<file path="config.mk">
export PLATFORM = sky130hd
export DESIGN_NAME = fifo_wr_arb
export DESIGN_NICKNAME = d
export VERILOG_FILES = /design/src/rtl/fifo_wr_arb.sv
export SDC_FILE = /design/constraint.sdc
export NUM_CORES = 1
export LEC_CHECK = 0
export CAP_MARGIN = 15
export CORE_MARGIN = 2
export CORE_UTILIZATION = 32
export CTS_BUF_LIST = sky130_fd_sc_hd__clkbuf_4
export CTS_CLUSTER_SIZE = 25
export DETAILED_ROUTE_END_ITERATION = 7
export PLACE_DENSITY = 0.85
export SLEW_MARGIN = 20
export SYNTH_ARGS = -nofsm -noshare
export SYNTH_HDL_FRONTEND = slang
export SYNTH_SLANG_ARGS = --single-unit
</file>
<file path="constraint.sdc">
create_clock -name clk -period 2.8 [get_ports clk]
set_input_delay 0.7 -clock clk [delete_from_list [all_inputs] [get_ports clk]]
set_output_delay 0.7 -clock clk [all_outputs]
set_load 0.01 [all_outputs]
</file>
<file path="src/rtl/fifo_wr_arb.sv">
// Round-robin arbiter sharing one FIFO write port among NREQ valid/ready producers.
// A grant lasts until the producer's last word, MAX_BURST words, or the producer drops valid.
module fifo_wr_arb #(
  parameter int WIDTH     = 32,
  parameter int NREQ      = 4,
  parameter int MAX_BURST = 4
) (
  input  logic                  clk,
  input  logic                  rst,
  input  logic [NREQ-1:0]       req_valid,
  input  logic [NREQ*WIDTH-1:0] req_data,
  input  logic [NREQ-1:0]       req_last,
  output logic [NREQ-1:0]       req_ready,
  input  logic                  full_flag,
  output logic                  wr_en,
  output logic [WIDTH-1:0]      wdata,
  output logic [NREQ-1:0]       grant,
  output logic                  busy
);

  localparam int PW = (NREQ > 1) ? $clog2(NREQ) : 1;
  localparam int BW = $clog2(MAX_BURST + 1);

  typedef enum logic {IDLE, BURST} state_t;

  state_t          state, state_nxt;
  logic [PW-1:0]   owner, owner_nxt;
  logic [PW-1:0]   rr_ptr, rr_ptr_nxt;
  logic [NREQ-1:0] grant_nxt;
  logic [BW-1:0]   beats, beats_nxt, beats_inc;
  logic [PW-1:0]   pick, scan_idx;
  logic            found;
  logic            owner_valid, xfer, release_now;
  logic [WIDTH-1:0] lanes [NREQ];

  always_comb begin
    for (int i = 0; i < NREQ; i++) begin
      lanes[i] = req_data[i*WIDTH +: WIDTH];
    end
  end

  // Walk the requesters starting at rr_ptr; the first valid one wins.
  always_comb begin
    pick     = rr_ptr;
    found    = 1'b0;
    scan_idx = rr_ptr;
    for (int k = 0; k < NREQ; k++) begin
      if (!found && req_valid[scan_idx]) begin
        pick  = scan_idx;
        found = 1'b1;
      end
      scan_idx = (scan_idx == PW'(NREQ - 1)) ? '0 : scan_idx + 1'b1;
    end
  end

  assign busy        = (state == BURST);
  assign owner_valid = req_valid[owner];
  assign xfer        = busy && owner_valid && !full_flag;
  assign beats_inc   = beats + 1'b1;
  assign release_now = busy && (!owner_valid ||
                       (xfer && (req_last[owner] || beats_inc == BW'(MAX_BURST))));

  assign req_ready = (busy && !full_flag) ? grant : '0;
  assign wr_en     = xfer;
  assign wdata     = xfer ? lanes[owner] : '0;

  always_comb begin
    state_nxt  = state;
    owner_nxt  = owner;
    grant_nxt  = grant;
    rr_ptr_nxt = rr_ptr;
    beats_nxt  = beats;
    case (state)
      IDLE: begin
        if (|req_valid) begin
          state_nxt = BURST;
          owner_nxt = pick;
          grant_nxt = NREQ'(1) << pick;
          beats_nxt = '0;
        end
      end
      BURST: begin
        if (release_now) begin
          state_nxt  = IDLE;
          rr_ptr_nxt = (owner == PW'(NREQ - 1)) ? '0 : owner + 1'b1;
          grant_nxt  = '0;
          beats_nxt  = '0;
        end else if (xfer) begin
          beats_nxt = beats_inc;
        end
      end
      default: state_nxt = IDLE;
    endcase
  end

  always_ff @(posedge clk or negedge rst) begin
    if (!rst) begin
      state  <= IDLE;
      owner  <= '0;
      grant  <= '0;
      rr_ptr <= '0;
      beats  <= '0;
    end else begin
      state  <= state_nxt;
      owner  <= owner_nxt;
      grant  <= grant_nxt;
      rr_ptr <= rr_ptr_nxt;
      beats  <= beats_nxt;
    end
  end

endmodule

</file>
==> results by group, run 1 <==
Outcome
  – Status: finished, violations left
  – Failing checks: negative setup slack

Yosys
  – Ys flop type: dfrtp_1
  – Synthesized area: 1920 µm²
  – Share of the yosys chip area belonging to registers: 0.157
  – Post-synth EDFFs: 0
  – Flops & latches, synth: 12
  – Gate Count Post-Synth: 173
  – Synth unique cells: 42
  – Synth Area per Inst: between 10 and 15 µm²
  – Post-synth ARST share: 1.00
  – Net Count, Synth: approximately 320
  – Yosys warning total: 0

Worst setup path
  – Crit path capture type: output pin
  – Startpoint types: input port
  – Worst Path Required: approximately 2.1 ns
  – Highest-delay cell along the critical path: mux4_2
  – Crit-path cells: clkdlybuf4s15_1 > mux4_2 > bufbuf_16 > and3_1 > clkdlybuf4s15_2
  – CP peak stage delay: around 0.57 ns
  – Worst reg2reg path depth: 6
  – Max FO, Critical Path: 4
  – WS Path Type: in -> out
  – Critical Path AT: 2.12 ns

STA
  – Final period utilization: 1.01
  – Setup_tns: -0.0256 ns
  – Final WS setup: -0.0190 ns
  – Setup violations, final: 2
  – Tmin final: between 2 and 3 ns
  – Worst slew pin tran: 0.564 ns
  – Final Hold Fails: 0
  – RSZ-0062 raised after global routing: yes
  – Fin. max-slew vios: 0
  – Setup skew after layout: 0.00284 ns
  – Max_slew headroom: 0.623
  – Max Fclk: between 0.3 and 0.4 GHz

Global route
  – GRT overflow: 0
  – Largest net degree at the start of global routing: 30
  – First-pass GRT wire length: between 10 and 15 mm
  – Antenna violations before repair: 0
  – Vias in the first global route: about 2500
  – Total GRT Usage: 0.271

Power
  – Leakage: approximately 1.7 nW
  – PD cells: between 700 and 800 nW/µm²
  – Peak VDD IR: 0.466 mV

CTS
  – CTS Root Cell: clkbuf_4
  – Maximum clock insertion buffer count: 2
  – Clk pin slew, worst setup/hold paths: 0.08 ns
  – Num CTS Buffers: 3
  – CTS tree: done
  – Worst-Skew Late Latency: 0.28 ns
  – Clk sinks: 12
  – CTS Hold Buffers Added: 0
  – Htree depth: 1

Detailed routing
  – Initial DRC Count: 112
  – Routed Wire Length: 8.89 mm
  – Routed Antenna Nets: 0
  – DRC viols: 0
  – DR vias/cell: 5.49
  – Via count: about 2400
  – Drt first pass iters: 4
  – Routed len/inst: 20.1 µm

Flow run
  – Max-Cap Viols: 0

Placement
  – DPL Wire Length: 7.12 mm
  – IO buf count: between 150 and 200
  – Post-placement setup slack: -0.388 ns
  – Post-Place Cells: 429
  – Final Wtd Congestion: 0.877

Floorplan
  – Core area: 5850 µm²
  – I/O pin cnt: around 180
  – Initial Utilization: 0.327
  – Die Y: 81.4 µm
  – Die Area: around 6600 µm²
  – Row cnt: 28
  – Chip width: between 80 and 90 µm

Cells and area
  – Layout overhead on the synthesized area: 108%
  – # diodes: 0
  – Non-filler cells, final: 442
  – # fillers: 460
  – Share of layout cells above drive strength 1: 0.300
  – Layout net count: 511

Hold path
  – Min-delay worst type: reg -> reg
  – WHS Path Cells: 1
critical path: cells and delay by family:
family                 cells  cell delay [ns]
muxes                      1             0.57
buffers and inverters      3             0.70
and+or+nand+nor            1             0.15
final timing paths:
kind / slack, ns / end / startpoint
setup / recovery: -0.02 / wdata[22] / req_valid[3]
min in group asynchronous: 0.77 / grant[1] / rst
hold reg to reg: 0.50 / beats[2] / beats[2]
max in group asynchronous: 1.62 / owner[0] / rst
hold / removal: 0.50 / beats[2] / beats[2]
setup reg to reg: 0.21 / grant[2] / rr_ptr[1]
stage by stage:
step	utilization	power, mW	hold WS (ns)	area [µm²]
finish	0.681	3.04	0.502	3990
global route	0.681	3.25	0.530	3990
CTS	0.689	2.99	0.502	4030
detailed placement	0.671	2.71	0.490	3930
global placement	0.671	2.68	0.483	3930
floorplan	-	1.77	0.404	1920
cell usage after synthesis (2+ instances only):
library cell | instances | area [µm²]
a21oi_1 | 2 | 10.0
and2_1 | 6 | 37.5
and3_1 | 32 | 200
buf_2 | 7 | 35.0
clkbuf_1 | 11 | 41.3
dfrtp_1 | 12 | 300
ha_1 | 4 | 50.1
inv_1 | 3 | 11.3
mux2i_1 | 2 | 20.0
mux4_2 | 36 | 811
nand2_1 | 6 | 22.5
nand2b_1 | 2 | 12.5
nand3_1 | 3 | 15.0
nor2_1 | 8 | 30.0
o21ai_0 | 3 | 15.0
o21ai_1 | 5 | 25.0
o2bb2ai_1 | 4 | 35.0
or3_1 | 2 | 12.5
xor2_1 | 2 | 17.5
logic make-up after synthesis:
| kind of cell | Yosys count | synth area share |
|---|---|---|
| multiplexers | 39 | 0.440 |
| XOR/XNOR | 2 | 0.00915 |
| adder cells (fa/ha/maj) | 4 | 0.0261 |
| AND/OR/NAND/NOR | 67 | 0.204 |
| flip-flops | 12 | 0.157 |
| buffers and inverters | 22 | 0.0516 |
| AO/OA/AOI/OAI | 27 | 0.113 |
layout make-up:
class / instances / area (µm²) / area share
clock inverters: 1 / 3.75 / 0.000942
clock buffers: 3 / 22.5 / 0.00565
flip-flops and latches: 12 / 302 / 0.0757
repair buffers: 209 / 2020 / 0.506
well taps: 75 / 93.8 / 0.0235
multi-input cells: 139 / 1530 / 0.385
inverters: 3 / 11.3 / 0.00283
repair_timing:
| action | CTS | global route |
|---|---|---|
| gates cloned | 3 | 1 |
| endpoints found under the setup margin | 37 | 30 |
| setup buffers | 3 | 2 |
| gates resized for setup | 64 | 65 |
per-layer routing:
| metal | vias to the layer above | GRT usage | wire length, µm |
|---|---|---|---|
| met2 | 128 | 0.480 | 4430 |
| met4 | 0 | 0.0915 | 293 |
| met1 | 1179 | 0.308 | 3350 |
| li1 | 1096 | - | - |
| met5 | - | 0 | 0 |
| met3 | 24 | 0.0867 | 818 |
state kept, by name, summed over array words and instances, names as in the netlist:
signal	cells
beats	3
busy	1
grant	4
owner	2
rr_ptr	2
layout by cell type, fill, tap and decap left out, types with 4 or more instances in the layout:
cell             Yosys  final
nor2_1               8      8
buf_12               0      4
mux4_2              36     36
o2bb2ai_1            4      4
dlygate4sd2_1        0      4
o21ai_1              5      5
buf_4                0     18
buf_6                1      5
buf_2                7      6
nand2_1              6      6
and3_1              32     29
clkdlybuf4s50_1      0    139
and2_1               6      6
clkbuf_2             0     23
ha_1                 4      4
dfrtp_1             12     11
clkdlybuf4s15_1      0      4
where the power goes:
group	internal [mW]	total (mW)	switching, mW
registers	0.236	0.293	0.0563
logic	1.51	2.63	1.12
clock network	0.0518	0.116	0.0639
No activity file was read; power rests on OpenSTA's default activity.
==> run 2, diff against run 1 <==
--- a/config.mk
+++ b/config.mk
@@ -5,13 +5,14 @@
 export SDC_FILE = /design/constraint.sdc
 export NUM_CORES = 1
 export LEC_CHECK = 0
+export ABC_AREA = 1
 export CAP_MARGIN = 15
 export CORE_MARGIN = 2
-export CORE_UTILIZATION = 32
+export CORE_UTILIZATION = 33
 export CTS_BUF_LIST = sky130_fd_sc_hd__clkbuf_4
 export CTS_CLUSTER_SIZE = 25
 export DETAILED_ROUTE_END_ITERATION = 7
-export PLACE_DENSITY = 0.85
+export PLACE_DENSITY = 0.83
 export SLEW_MARGIN = 20
 export SYNTH_ARGS = -nofsm -noshare
 export SYNTH_HDL_FRONTEND = slang
==> run 2 against run 1 <==
The flow now finishes without violations. Clock skew up 0.0021 ns. Largest cell class unchanged. Global-route usage down 1.0 points. Highest routed layer unchanged. Non-clock buffer count down 12. Sequential share of layout area down 0.092 points. Final cell count up 48%. Via count up 36%. Combinational power up 8.0%. Synthesized cell count up 130%. Total power up 8.9%. Largest power group unchanged.
==> results by group, run 2 <==
Cells and area
  – # diodes: 0
  – Share of layout cells above drive strength 1: 0.181
  – Area of the multi-input gates: approximately 1700 µm²
  – Design Area, Final: 4030 µm²
  – Non-filler cells, final: around 660
  – Final Core Density: 0.639
  – Seq. cell area: 302 µm²
  – Layout overhead on the synthesized area: 89.1%
  – Reg with most FFs: grant
  – Commonest non-fill, non-tap cell in the layout: nor2_1
  – # fillers: approximately 600
  – Top Registers: grant (4), beats (3)
  – Layout net count: 723
  – Max reg flops: 4
  – Most frequent cells in the layout: 145 x nor2_1, 140 x clkdlybuf4s50_1, 72 x o21ai_0, 45 x nand2_1, 32 x buf_2

CTS
  – Clk sinks: 12
  – CTS Hold Buffers Added: 0
  – Htree depth: 1
  – Worst-Skew Late Latency: 0.29 ns
  – Maximum clock insertion buffer count: 2
  – CTS tree: done
  – Clk pin slew, worst setup/hold paths: 0.07 ns
  – Num CTS Buffers: 3
  – CTS Root Cell: clkbuf_4

STA
  – Max Fclk: 0.365 GHz
  – Worst slew pin tran: 0.569 ns
  – Fin. max-slew vios: 0
  – Final Hold Fails: 0
  – Tmin final: 2.74 ns
  – Setup_tns: 0 ns
  – Worst hold slack: 0.510 ns
  – Final WS setup: 0.0588 ns
  – RSZ-0062 raised after global routing: yes
  – Setup violations, final: 0
  – Max_slew headroom: 0.619
  – Setup skew after layout: about 0.005 ns
  – Final period utilization: 0.979

Power
  – Peak VDD IR: 0.704 mV
  – Clk pwr share: 0.039
  – Comb pwr share: 0.857
  – Seq pwr share: 0.104
  – Sw Share: 0.573
  – PD cells: 821 nW/µm²
  – Switch Pwr: 1.90 mW
  – Pint: 1.41 mW
  – Total power: 3.31 mW
  – Leakage: 1.83 nW

Worst setup path
  – Crit path capture type: output pin
  – Max FO, Critical Path: 16
  – Worst reg2reg path depth: 12
  – R2R Setup Slk: 0.71 ns
  – Worst reg2reg startpoint: rr_ptr[0]
  – Worst Path Required: 2.10 ns
  – Critical Path AT: 2.04 ns
  – R2r endpoint: grant[0]
  – Startpoint types: input port
  – WS Path Type: in -> out

Global route
  – First-pass GRT wire length: 15.1 mm
  – Vias in the first global route: 3363
  – Largest net degree at the start of global routing: 44
  – GRT overflow: 0
  – Antenna violations before repair: 0
  – Total GRT Usage: 0.261

Yosys
  – Cell type with the largest total area after synthesis: nor2_1
  – Most numerous cell in the Yosys netlist: nor2_1
  – Post-synth top area share: 0.257
  – Net Count, Synth: roughly 550
  – Synth unique cells: 27
  – Ys flop type: dfrtp_1
  – Synth area leaders: nor2_1 26%, o21ai_0 17%, dfrtp_1 14%
  – Synth Area per Inst: between 5 and 6 µm²
  – Top post-synthesis cells by count: 146 x nor2_1, 73 x o21ai_0, 45 x nand2_1
  – Post-synth EDFFs: 0
  – Post-synth ARST share: 1.00
  – Flops & latches, synth: 12
  – Share of the yosys chip area belonging to registers: 0.141
  – Yosys warning total: 0
  – Synthesized area: 2130 µm²
  – Gate Count Post-Synth: 402

Floorplan
  – Core area: approximately 6300 µm²
  – Die Area: 7120 µm²
  – Row cnt: 29
  – I/O pin cnt: 181
  – Chip width: 84.4 µm
  – Die Y: 84.4 µm
  – Initial Utilization: 0.338

Hold path
  – Hold path start: grant[2]
  – WHS Endpoint: grant[2]
  – WHS Path Cells: 2
  – Min-delay worst type: reg -> reg

Placement
  – IO buf count: 180
  – Final Wtd Congestion: approximately 0.95
  – DPL Wire Length: 7.71 mm
  – Placed Area: 4050 µm²
  – Post-Place Cells: roughly 650
  – Post-placement setup slack: -0.570 ns

Detailed routing
  – Initial DRC Count: 120
  – Routed Wire Length: between 9 and 10 mm
  – DRC viols: 0
  – Routed Antenna Nets: 0
  – Drt first pass iters: 5
  – Routed len/inst: 14.7 µm
  – DR vias/cell: 5.01
  – Via count: 3289

Outcome
  – Status: finished clean

Flow run
  – Max-Cap Viols: 0
run 2: cell count changes in the layout (fill, tap and decap cells not counted), sizes merged, moves of 4 or more:
cell / delta
o21ai: +69
nor2: +141
clkdlybuf4s15: -6
nand3: +12
mux4: -36
a21oi: +32
buf: +14
o2bb2ai: -4
and2: -6
inv: +21
and3: -32
clkbuf: -22
nand2: +53
run 2: timing repair:
item / in CTS / in global routing
endpoints found under the setup margin: 37 / 33
resized for setup: 142 / 21
buffers inserted: 1 / 0
pin swaps: 1 / 2
hold endpoints to repair: 0 / 0
cloned: 2 / 0
run 2: layer usage:
layer,up-vias,GRT usage,routed length [µm]
met5,-,0,0
met4,0,0.156,487
met3,38,0.0688,664
met2,150,0.491,5100
met1,1447,0.254,3410
li1,1654,-,-
run 2: power by group through the flow:
stage / clock [mW] / sequential (mW) / combinational, mW
5_1_grt: 0.136 / 0.361 / 3.15
2_1_floorplan: 0 / 0.292 / 1.88
4_1_cts: 0.128 / 0.345 / 2.76
3_5_place_dp: 0 / 0.347 / 2.81
6_report: 0.130 / 0.344 / 2.84
3_3_place_gp: 0 / 0.346 / 2.75
run 2: cell families (layout without fill, tap and decap cells):
kind of cell / after synthesis / after routing / synth area share
buffers and inverters: 48 / 225 / 0.102
adders and majority gates: 4 / 4 / 0.0235
and+or+nand+nor: 224 / 224 / 0.456
xor gates and xnor gates: 1 / 1 / 0.00411
DFF: 12 / 12 / 0.141
AOI/OAI and AO/OA: 113 / 113 / 0.274
run 2: cell type report:
class | instances | share of cell area
Clock buffer | 4 | 0.00744
Sequential cell | 12 | 0.0748
Multi-Input combinational cell | 342 | 0.419
Timing Repair Buffer | 197 | 0.446
Timing Repair inverter | 2 | 0.00434
Tap cell | 77 | 0.0239
Inverter | 22 | 0.0242
run 2: worst max-delay path by stage:
stage | slack (ns) | from | endpoint
2_1_floorplan | 0.50 | req_valid[0] | wdata[0]
3_3_place_gp | -0.48 | req_valid[0] | wdata[16]
3_5_place_dp | -0.57 | req_valid[0] | wdata[19]
4_1_cts | 0.002 | req_valid[2] | wr_en
5_1_grt | -0.01 | req_valid[1] | wdata[2]
6_report | 0.06 | req_valid[1] | wdata[15]
run 2: worst max-delay path, cell delays in order:
cell,delay [ns]
clkdlybuf4s50_1,0.47
a21oi_1,0.07
o21ai_1,0.08
nand2_1,0.11
nor2_4,0.12
buf_12,0.14
inv_8,0.07
a21oi_1,0.12
buf_2,0.15
